<file path="config.mk">
export PLATFORM = sky130hd
export DESIGN_NAME = lfsr_seeder_flat
export DESIGN_NICKNAME = d
export VERILOG_FILES = /design/src/rtl/lfsr_seeder_if.sv /design/src/rtl/lfsr_seeder.sv /design/src/flat_wrapper.sv
export SDC_FILE = /design/constraint.sdc
export NUM_CORES = 1
export LEC_CHECK = 0
export ABC_AREA = 1
export BUFFER_PORTS_ARGS = -buffer_cell sky130_fd_sc_hd__clkbuf_2
export CORE_AREA = 2 2 58 60
export CTS_BUF_LIST = sky130_fd_sc_hd__clkbuf_16
export CTS_CLUSTER_SIZE = 28
export DETAILED_ROUTE_END_ITERATION = 12
export DIE_AREA = 0 0 60 62
export GPL_TIMING_DRIVEN = 0
export PLACE_DENSITY = 0.64
export SYNTH_ARGS = -nofsm -noshare
export SYNTH_HDL_FRONTEND = slang
export SYNTH_SLANG_ARGS = --single-unit
</file>
<file path="constraint.sdc">
create_clock -name clk -period 2.7 [get_ports clk]
set_clock_uncertainty 0.2 [all_clocks]
set_input_delay 0.135 -clock clk [delete_from_list [all_inputs] [get_ports clk]]
set_output_delay 0.135 -clock clk [all_outputs]
set_load 0.005 [all_outputs]
</file>
<file path="src/rtl/lfsr_seeder_if.sv">
// Seed handshake between a seed producer and lfsr_seeder.
// The producer holds seed_valid/seed_data; the seeder answers with seed_ready.
interface lfsr_seeder_if #(
  parameter int N = 8
);
  logic         seed_valid;
  logic         seed_ready;
  logic [N-1:0] seed_data;

  modport master (
    output seed_valid,
    output seed_data,
    input  seed_ready
  );

  modport slave (
    input  seed_valid,
    input  seed_data,
    output seed_ready
  );
endinterface

</file>
<file path="src/rtl/lfsr_seeder.sv">
// Serialises an accepted parallel seed into an LFSR (MSB first), then warms it up.
// Optional lockup auto-reseed is enabled by defining LFSR_SEEDER_LOCKUP_RESEED_EN.
module lfsr_seeder #(
  parameter int           N            = 8,
  parameter logic [N-1:0] DEFAULT_SEED = N'(1),
  parameter int           WARMUP       = 16
) (
  input  logic                clk,
  input  logic                reset,
  lfsr_seeder_if.slave        seed_if,
  input  logic [N-1:0]        s_reg,
  output logic                load,
  output logic                s_reg_in,
  output logic                busy,
  output logic                seeded,
  output logic [7:0]          lockup_cnt
);

  localparam int BW = $clog2(N + 1);
  localparam int WW = (WARMUP > 1) ? $clog2(WARMUP) : 1;
  localparam logic [BW-1:0] BIT_LAST  = BW'(N - 1);
  localparam logic [WW-1:0] WARM_LAST = WW'((WARMUP > 0) ? WARMUP - 1 : 0);

  typedef enum logic [1:0] {IDLE, LOAD, WARM, RUN} state_e;

  state_e        state_q, state_d;
  logic [N-1:0]  shadow_q, shadow_d;
  logic [BW-1:0] bit_cnt_q, bit_cnt_d;
  logic [WW-1:0] warm_cnt_q, warm_cnt_d;
  logic          ready_q, ready_d;
  logic          load_q, load_d;
  logic          sbit_q, sbit_d;
  logic          busy_q, busy_d;
  logic          seeded_q, seeded_d;
  logic          accept;
  logic          lockup;
  logic [N-1:0]  seed_eff;

  assign accept   = seed_if.seed_valid & ready_q;
  assign seed_eff = (seed_if.seed_data == '0) ? DEFAULT_SEED : seed_if.seed_data;

`ifdef LFSR_SEEDER_LOCKUP_RESEED_EN
  logic [7:0] lock_cnt_q, lock_cnt_d;

  assign lockup     = ((state_q == WARM) || (state_q == RUN)) && (s_reg == '0);
  assign lockup_cnt = lock_cnt_q;

  // A simultaneous user seed takes priority and does not count as a recovery.
  always_comb begin
    lock_cnt_d = lock_cnt_q;
    if (lockup && !accept && (lock_cnt_q != 8'hFF)) begin
      lock_cnt_d = lock_cnt_q + 8'd1;
    end
  end

  always_ff @(posedge clk) begin
    if (!reset) begin
      lock_cnt_q <= '0;
    end else begin
      lock_cnt_q <= lock_cnt_d;
    end
  end
`else
  logic unused_s_reg;

  assign unused_s_reg = ^s_reg;
  assign lockup       = 1'b0;
  assign lockup_cnt   = 8'd0;
`endif

  always_comb begin
    state_d    = state_q;
    shadow_d   = shadow_q;
    bit_cnt_d  = bit_cnt_q;
    warm_cnt_d = warm_cnt_q;

    case (state_q)
      LOAD: begin
        if (bit_cnt_q == BIT_LAST) begin
          warm_cnt_d = '0;
          state_d    = (WARMUP == 0) ? RUN : WARM;
        end else begin
          bit_cnt_d = bit_cnt_q + 1'b1;
          shadow_d  = shadow_q << 1;
        end
      end
      WARM: begin
        if (warm_cnt_q == WARM_LAST) begin
          state_d = RUN;
        end else begin
          warm_cnt_d = warm_cnt_q + 1'b1;
        end
      end
      default: ;
    endcase

    // A new seed or a lockup restarts the load from any non-LOAD state.
    if (accept) begin
      state_d   = LOAD;
      shadow_d  = seed_eff;
      bit_cnt_d = '0;
    end else if (lockup) begin
      state_d   = LOAD;
      shadow_d  = DEFAULT_SEED;
      bit_cnt_d = '0;
    end

    ready_d  = (state_d != LOAD);
    load_d   = (state_d == LOAD);
    busy_d   = (state_d == LOAD);
    sbit_d   = load_d & shadow_d[N-1];
    seeded_d = (state_d == RUN);
  end

  always_ff @(posedge clk) begin
    if (!reset) begin
      state_q    <= IDLE;
      shadow_q   <= '0;
      bit_cnt_q  <= '0;
      warm_cnt_q <= '0;
      ready_q    <= 1'b0;
      load_q     <= 1'b0;
      sbit_q     <= 1'b0;
      busy_q     <= 1'b0;
      seeded_q   <= 1'b0;
    end else begin
      state_q    <= state_d;
      shadow_q   <= shadow_d;
      bit_cnt_q  <= bit_cnt_d;
      warm_cnt_q <= warm_cnt_d;
      ready_q    <= ready_d;
      load_q     <= load_d;
      sbit_q     <= sbit_d;
      busy_q     <= busy_d;
      seeded_q   <= seeded_d;
    end
  end

  assign seed_if.seed_ready = ready_q;
  assign load               = load_q;
  assign s_reg_in           = sbit_q;
  assign busy               = busy_q;
  assign seeded             = seeded_q;

endmodule

</file>
<file path="src/flat_wrapper.sv">
// flat-port wrapper written by rule: the top's interface ports become plain ports
module lfsr_seeder_flat 
#(
  parameter int           N            = 8,
  parameter logic [N-1:0] DEFAULT_SEED = N'(1),
  parameter int           WARMUP       = 16
)
  (clk, reset, s_reg, load, s_reg_in, busy, seeded, lockup_cnt, seed_if_seed_valid, seed_if_seed_data, seed_if_seed_ready);
  lfsr_seeder_if #(.N(N)) seed_if_i ();
  input  logic clk;
  input  logic reset;
  input  logic [N-1:0] s_reg;
  output logic load;
  output logic s_reg_in;
  output logic busy;
  output logic seeded;
  output logic [7:0] lockup_cnt;
  input wire logic [$bits(seed_if_i.seed_valid)-1:0] seed_if_seed_valid;
  input wire logic [$bits(seed_if_i.seed_data)-1:0] seed_if_seed_data;
  output wire logic [$bits(seed_if_i.seed_ready)-1:0] seed_if_seed_ready;
  assign seed_if_i.seed_valid = seed_if_seed_valid;
  assign seed_if_i.seed_data = seed_if_seed_data;
  assign seed_if_seed_ready = seed_if_i.seed_ready;
  lfsr_seeder #(.N(N), .DEFAULT_SEED(DEFAULT_SEED), .WARMUP(WARMUP)) u_core (.clk(clk), .reset(reset), .seed_if(seed_if_i), .s_reg(s_reg), .load(load), .s_reg_in(s_reg_in), .busy(busy), .seeded(seeded), .lockup_cnt(lockup_cnt));
endmodule
</file>
==> results of run 1 <==
==> registers in the layout, summed over array words and instances, names as in the netlist <==
name	count
u_core.bit_cnt_q	4
u_core.s_reg_in	1
u_core.shadow_q	8
u_core.state_q	2
u_core.seed_if.seed_ready	1
u_core.seeded	1
u_core.warm_cnt_q	4
u_core.busy	1
==> final cells by class <==
class | instances | area, um2
plain buffers | 13 | 97.6
clock buffers | 3 | 75.1
fillers | 315 | 1670
inverters | 16 | 60.1
multi-input cells | 113 | 616
flip-flops and latches | 22 | 440
well taps | 46 | 57.6
repair buffers | 24 | 165
==> stage by stage <==
step	std cells	util	power, mW	instance area [um2]
3_5_place_dp	225	0.423	0.645	1350
2_1_floorplan	164	-	0.586	1210
3_3_place_gp	225	0.423	0.643	1350
4_1_cts	237	0.475	0.965	1510
6_report	237	0.475	0.954	1510
5_1_grt	237	0.475	1.02	1510
==> cell families after synthesis <==
logic type / Yosys count
AND/OR/NAND/NOR: 81
buffers and inverters: 29
flip-flops: 22
adder cells (fa/ha/maj): 5
AO/OA/AOI/OAI: 18
XOR/XNOR: 1
other: 1
==> power by group <==
part | switching (mW) | internal [mW]
registers | 0.0252 | 0.362
logic | 0.150 | 0.109
clock network | 0.112 | 0.195
total | 0.287 | 0.667
==> placed cells by master (no fill, tap or decap), types with 2 or more instances in the layout <==
master,instances
sky130_fd_sc_hd__a21oi_1,8
sky130_fd_sc_hd__a31oi_1,6
sky130_fd_sc_hd__buf_4,11
sky130_fd_sc_hd__clkbuf_16,3
sky130_fd_sc_hd__clkbuf_2,15
sky130_fd_sc_hd__conb_1,8
sky130_fd_sc_hd__dfxtp_1,22
sky130_fd_sc_hd__dlygate4sd3_1,9
sky130_fd_sc_hd__ha_1,5
sky130_fd_sc_hd__inv_1,14
sky130_fd_sc_hd__inv_2,2
sky130_fd_sc_hd__nand2_1,33
sky130_fd_sc_hd__nand2_2,4
sky130_fd_sc_hd__nand3_1,11
sky130_fd_sc_hd__nand3_2,2
sky130_fd_sc_hd__nand4_1,6
sky130_fd_sc_hd__nor2_1,17
sky130_fd_sc_hd__o21ai_0,3
==> worst max-delay path: cells and delay by family (launching register included) <==
kind,cells,cell delay (ps)
fa+ha+maj,1,260
flops,1,380
simple gates,7,700
==> worst max-delay path by stage <==
stage | slack, ps | start | depth (start not counted) | to
final | 1030 | u_core.bit_cnt_q[0] | 8 | u_core.busy
after CTS | 1020 | u_core.bit_cnt_q[0] | 8 | u_core.busy
after detailed placement | 1030 | u_core.bit_cnt_q[0] | 8 | u_core.busy
after global placement | 1030 | u_core.bit_cnt_q[0] | 8 | u_core.busy
after global routing | 920 | u_core.state_q[0] | 9 | u_core.s_reg_in
after floorplan | 1210 | u_core.state_q[0] | 7 | u_core.seeded
==> routing by layer <==
layer / global-route usage / vias up / share of wire / wire [um]
li1: - / 564 / - / -
met1: 0.177 / 450 / 0.49 / 1110
met2: 0.245 / 17 / 0.48 / 1090
met3: 0.0497 / 2 / 0.029 / 65
met4: 0.0476 / 0 / 0.0048 / 11
met5: 0 / - / 0 / 0
==> reports/qor.csv, run 1 <==
metric,value,unit
achievable-frequency,599,MHz
clock_latency,250,ps
synth_top_family_by_area,simple AND/OR/NAND/NOR gates,
synth_area_in_xor_xnor,0.00738,
power_density,631,nW/um2
number_of_buffers_between_clock_root_and_the_deepest_sink,2,
worstHoldStart,seed_if_seed_valid,
rsz0062_at_grt,no,
floorplan.core_area,3180,um2
detail_route.first_pass.iterations,4,
chipWidth,60,um
start_util,0.373,
worst_r2r_path_depth,8,
synthAdderAreaFrac,0.0527,
rows,21,
finalNetCount,217,
antenna_found_initial,0,
mappedNetlistArea,1190,um2
setup.worst_path.class,reg2reg,
final_hold_viol_count,0,
synth_sequential_area_ratio,0.371,
critical_path_required,2620,ps
die_height,62,um
worst_setup_hold_path_clk_slew,60,ps
ioPinCount,32,
synthesis.area_per_instance,7.56,um2
worstReg2RegStart,u_core.bit_cnt_q[0],
fin_setup_tns,0,ps
grt_start_max_net_pins,12,
synth_largest_type_area_fraction,0.371,
totalWireLength,2.27,mm
outcome,"finished, final reports clean",
worst_path_largest_cell_delay,380,ps
post-dp-hpwl,1.64,mm
cts-buffers-inserted,3,
cts_tree,yes,
grt.total_usage,0.147,
synth-edff-count,0,
netlist_top_cells_area,"sky130_fd_sc_hd__dfxtp_1 (37%), sky130_fd_sc_hd__nand2_1 (10%), sky130_fd_sc_hd__buf_4 (7.0%)",
crit_path_end_kind,flip-flop,
synth-seq-cells,22,
placement.io_buffers,15,
post_synth_most_frequent_cells,"sky130_fd_sc_hd__nand2_1 (33), sky130_fd_sc_hd__dfxtp_1 (22), sky130_fd_sc_hd__nor2_1 (17)",
wl_per_cell,9.59,um
drive_gt1_frac,0.230,
yosysWarningCount,0,
hold_path_depth,4,
netlist-cell-type-count,27,
synth-compound-area-share,0.0854,
crit_path_frequent_cell,sky130_fd_sc_hd__nand2_2,
worst_pin_slew,563,ps
yosys.area.top_type,sky130_fd_sc_hd__dfxtp_1,
final_max_slew_viol_count,0,
post-synth-top-count-cell,sky130_fd_sc_hd__nand2_1,
gp_congestion,0.783,
antenna_left,0,
final.setup.worst_slack,1030,ps
max-slew-margin-rel,0.624,
vias_in_the_first_global_route,957,
cts_root_buf,sky130_fd_sc_hd__clkbuf_16,
post-cts-setup-buffers,0,
asyncSetResetFlopFracSynth,0,
grt_first_pass_wirelength,4.02,mm
drt-vias-per-instance,4.36,
holdBufCountCts,9,
critical-path-slowest-cell,sky130_fd_sc_hd__dfxtp_1,
r2r_setup_slack,1030,ps
start_kind,flip-flop,
total_leakage_power,0.664,nW
antenna_cells_inserted,0,
remaining_drc_errors,0,
die_area,3720,um2
hold_slack,93.4,ps
post_synth_mux_area_share,0,
synth-simple-area-share,0.348,
htreeDepth,1,
detail_route.iter0.violations,36,
synthToLayoutAreaGrowth,27.3,%
timing.critical_path.cells,ha_1 > nand3_4 > nand2_4 > nand3_2 > nand2_2 > nand2_2 > nand2_1 > nor2_1,
cts_repair_resize_count,0,
finalCritPeriodShare,0.618,
hold_end,u_core.seed_if.seed_ready,
worstPathArrival,1590,ps
synth_cells,157,
path_class_of_the_lowest_slack_min_delay_path,in2reg,
setup_violations,0,
grt_overflow_total,0,
place_worst_setup_slack,1030,ps
route.vias.total,1033,
top_ff_cell_synth,sky130_fd_sc_hd__dfxtp_1,
cts_sink_count,22,
shortest_period_the_worst_path_allows,1670,ps
irDropWorstVdd,0.324,mV
maxCapViolCount,0,
r2r-end,u_core.busy,
critPathMaxFanout,8,
(Power assumes the default switching activity.)
==> inputs of run 2 (changes only) <==
Settings changed: ABC_AREA 1 to 0, CORE_AREA 2 2 58 60 to 2 2 56 58, DIE_AREA 0 0 60 62 to 0 0 58 60, PLACE_DENSITY 0.64 to 0.67.
Clock period 2.7 ns to 1.52 ns, I/O delays scaled along.
==> reports/qor.csv, run 2 <==
metric,value,unit,change
outcome,"finished, violations left",,"was finished, final reports clean"
violations,"hold timing, setup timing",,
ioPinCount,32,,unchanged
worst_path_dominant_cell_family,compound AO/OA/AOI/OAI gates,,was simple AND/OR/NAND/NOR gates
r2r_setup_slack,-110,ps,was 1030 ps
r2r-end,u_core.seeded,,was u_core.busy
cp.buffers_inverters,1,,was 0
nFillCells,245,,was 315
setup_violations,9,,was 0
vias_in_the_first_global_route,953,,was 957
post-dp-hpwl,1.68,mm,was 1.64 mm
reg_top3,"u_core.shadow_q (8), u_core.bit_cnt_q (4), u_core.warm_cnt_q (4)",,unchanged
place_worst_setup_slack,-117,ps,was 1030 ps
hold_slack,-0.856,ps,was 93.4 ps
largest_register,u_core.shadow_q,,unchanged
die_area,3480,um2,was 3720 um2
detail_route.first_pass.iterations,5,,was 4
hold_end,u_core.state_q[0],,was u_core.seed_if.seed_ready
remaining_drc_errors,0,,unchanged
totalWireLength,2.67,mm,was 2.27 mm
maxCapViolCount,0,,unchanged
synth_cells,119,,was 157
power_density,880,nW/um2,was 631 nW/um2
rows,20,,was 21
finalNetCount,186,,was 217
antenna_found_initial,0,,unchanged
shortest_period_the_worst_path_allows,1630,ps,was 1670 ps
synth_sequential_area_ratio,0.400,,was 0.371
detailed_place.area,1330,um2,was 1350 um2
final_hold_viol_count,1,,was 0
synth-edff-count,0,,unchanged
synthToLayoutAreaGrowth,49.0,%,was 27.3%
worstReg2RegStart,u_core.state_q[0],,was u_core.bit_cnt_q[0]
start_kind,flip-flop,,unchanged
stdcell_area,1640,um2,was 1510 um2
htreeDepth,1,,unchanged
cts_tree,yes,,unchanged
post-synth-top-count-cell,sky130_fd_sc_hd__dfxtp_1,,was sky130_fd_sc_hd__nand2_1
netlist_top_cells_area,"sky130_fd_sc_hd__dfxtp_1 (40%), sky130_fd_sc_hd__a21oi_1 (6.4%), sky130_fd_sc_hd__buf_4 (6.1%)",,"was sky130_fd_sc_hd__dfxtp_1 (37%), sky130_fd_sc_hd__nand2_1 (10%), sky130_fd_sc_hd__buf_4 (7.0%)"
clock_latency,260,ps,was 250 ps
worstHoldStart,reset,,was seed_if_seed_valid
antenna_left,0,,unchanged
worst_path_largest_cell_delay,370,ps,was 380 ps
top_ff_cell_synth,sky130_fd_sc_hd__dfxtp_1,,unchanged
asyncSetResetFlopFracSynth,0,,unchanged
detail_route.iter0.violations,26,,was 36
setup.worst_path.class,reg2reg,,unchanged
grt.total_usage,0.156,,was 0.147
final_common_cell,sky130_fd_sc_hd__dfxtp_1,,was sky130_fd_sc_hd__nand2_1
number_of_buffers_between_clock_root_and_the_deepest_sink,2,,unchanged
drt-vias-per-instance,5.28,,was 4.36
drive_gt1_frac,0.422,,was 0.230
fin_setup_tns,-605,ps,was 0 ps
synth-seq-cells,22,,unchanged
yosys.area.top_type,sky130_fd_sc_hd__dfxtp_1,,unchanged
yosysWarningCount,0,,unchanged
synth_largest_type_area_fraction,0.400,,was 0.371
max_reg_flops,8,,unchanged
die_height,60,um,was 62 um
synthesis.area_per_instance,9.25,um2,was 7.56 um2
grt_first_pass_wirelength,4.13,mm,was 4.02 mm
netlist-cell-type-count,36,,was 27
cts_sink_count,22,,unchanged
wl_per_cell,13.8,um,was 9.59 um
chipWidth,58,um,was 60 um
route.vias.total,1025,,was 1033
achievable-frequency,613,MHz,was 599 MHz
post-layout-total-power,1.44,mW,was 0.954 mW
post_synth_most_frequent_cells,"sky130_fd_sc_hd__dfxtp_1 (22), sky130_fd_sc_hd__a21oi_1 (14), sky130_fd_sc_hd__buf_4 (9), sky130_fd_sc_hd__o21ai_0 (9), sky130_fd_sc_hd__mux2i_1 (6)",,"was sky130_fd_sc_hd__nand2_1 (33), sky130_fd_sc_hd__dfxtp_1 (22), sky130_fd_sc_hd__nor2_1 (17)"
rsz0062_at_grt,yes,,was no
antenna_cells_inserted,0,,unchanged
grt_start_max_net_pins,13,,was 12
gp_congestion,0.705,,was 0.783
irDropWorstVdd,0.587,mV,was 0.324 mV
worst_setup_hold_path_clk_slew,60,ps,about the same
critPathMaxFanout,5,,was 8
critical_path_required,1510,ps,was 2620 ps
start_util,0.379,,was 0.373
crit_path_end_kind,flip-flop,,unchanged
final.setup.worst_slack,-111,ps,was 1030 ps
grt_overflow_total,0,,unchanged
mappedNetlistArea,1100,um2,was 1190 um2
worstPathArrival,1620,ps,was 1590 ps
total_leakage_power,0.703,nW,was 0.664 nW
final_util,0.565,,was 0.475
path_class_of_the_lowest_slack_min_delay_path,in2reg,,unchanged
critical-path-slowest-cell,sky130_fd_sc_hd__dfxtp_4,,was sky130_fd_sc_hd__dfxtp_1
cts_root_buf,sky130_fd_sc_hd__clkbuf_16,,unchanged
final_max_slew_viol_count,0,,unchanged
cts-buffers-inserted,3,,unchanged
finalCritPeriodShare,1.07,,was 0.618
hold_path_depth,3,,was 4
placement.io_buffers,15,,unchanged
worst_r2r_path_depth,5,,was 8
layout.cells.most_common_list,"sky130_fd_sc_hd__dfxtp_1 (16), sky130_fd_sc_hd__buf_4 (15), sky130_fd_sc_hd__clkbuf_2 (15)",,"was sky130_fd_sc_hd__nand2_1 (33), sky130_fd_sc_hd__dfxtp_1 (22), sky130_fd_sc_hd__nor2_1 (17)"
timing.critical_path.cells,inv_4 > ha_4 > a21o_1 > a211oi_4 > nor3b_2,,was ha_1 > nand3_4 > nand2_4 > nand3_2 > nand2_2 > nand2_2 > nand2_1 > nor2_1
floorplan.core_area,2900,um2,was 3180 um2
-- run 2: worst max-delay path by stage --
| stage | from | end | depth (start not counted) |
|---|---|---|---|
| finish | u_core.state_q[0] | u_core.seeded | 5 |
| global route | u_core.state_q[0] | u_core.seeded | 5 |
| CTS | u_core.state_q[1] | u_core.s_reg_in | 6 |
| detailed placement | u_core.state_q[1] | u_core.seed_if.seed_ready | 6 |
| global placement | u_core.state_q[0] | u_core.seed_if.seed_ready | 6 |
| floorplan | u_core.state_q[1] | u_core.seed_if.seed_ready | 6 |
-- run 2: kinds of logic (layout without fill, tap and decap cells) --
family | after synthesis | count (layout) | share of synthesized area
AOI/OAI and AO/OA | 31 | 31 | 0.174
and+or+nand+nor | 36 | 36 | 0.209
buffers and inverters | 16 | 51 | 0.0864
muxes | 6 | 6 | 0.0545
adders and majority gates | 5 | 5 | 0.0568
xor gates and xnor gates | 2 | 2 | 0.0159
other | 1 | 8 | 0.00341
DFF | 22 | 22 | 0.400
-- run 2: worst reg2reg max path, cell delays in order, from the launching register on --
cell	delay (ps)
sky130_fd_sc_hd__dfxtp_4	370
sky130_fd_sc_hd__inv_4	50
sky130_fd_sc_hd__ha_4	240
sky130_fd_sc_hd__a21o_1	190
sky130_fd_sc_hd__a211oi_4	310
sky130_fd_sc_hd__nor3b_2	210
-- run 2: cell type report --
class / count / area, um2 / area share
timing repair buffer: 31 / 223 / 0.136
sequential: 22 / 455 / 0.278
multi-input combinational: 88 / 732 / 0.446
clock buffer: 3 / 75.1 / 0.0458
buffer: 12 / 90.1 / 0.0549
tap: 33 / 41.3 / 0.0252
clock inverter: 1 / 3.75 / 0.00229
inverter: 4 / 20.0 / 0.0122
-- run 2: repair_timing --
item / in CTS / in global routing
pin swaps: 8 / 10
resized for setup: 8 / 13
setup buffers: 4 / 4
gates cloned: 0 / 0
endpoints found under the hold margin: 8 / 0
setup endpoints to repair: 17 / 20
hold buffers: 8 / 0
-- run 2: per-stage QoR --
step,hold slack [ps],instances
3_5_place_dp,192,174
4_1_cts,8.28,190
5_1_grt,63.1,194
3_3_place_gp,176,174
2_1_floorplan,68.7,126
6_report,-0.856,194
-- run 2: power by group --
part	switching, mW	leakage, nW	internal (mW)
Combinational	0.127	0.482	0.130
Clock	0.206	0.0385	0.351
Sequential	0.0216	0.183	0.608
-- run 2: layer usage --
metal	global-route usage	share of wire	up-vias
met3	0.0130	0.023	8
met4	0.0897	0.032	0
met2	0.291	0.54	28
li1	-	-	490
met1	0.172	0.41	499
met5	0	0	-
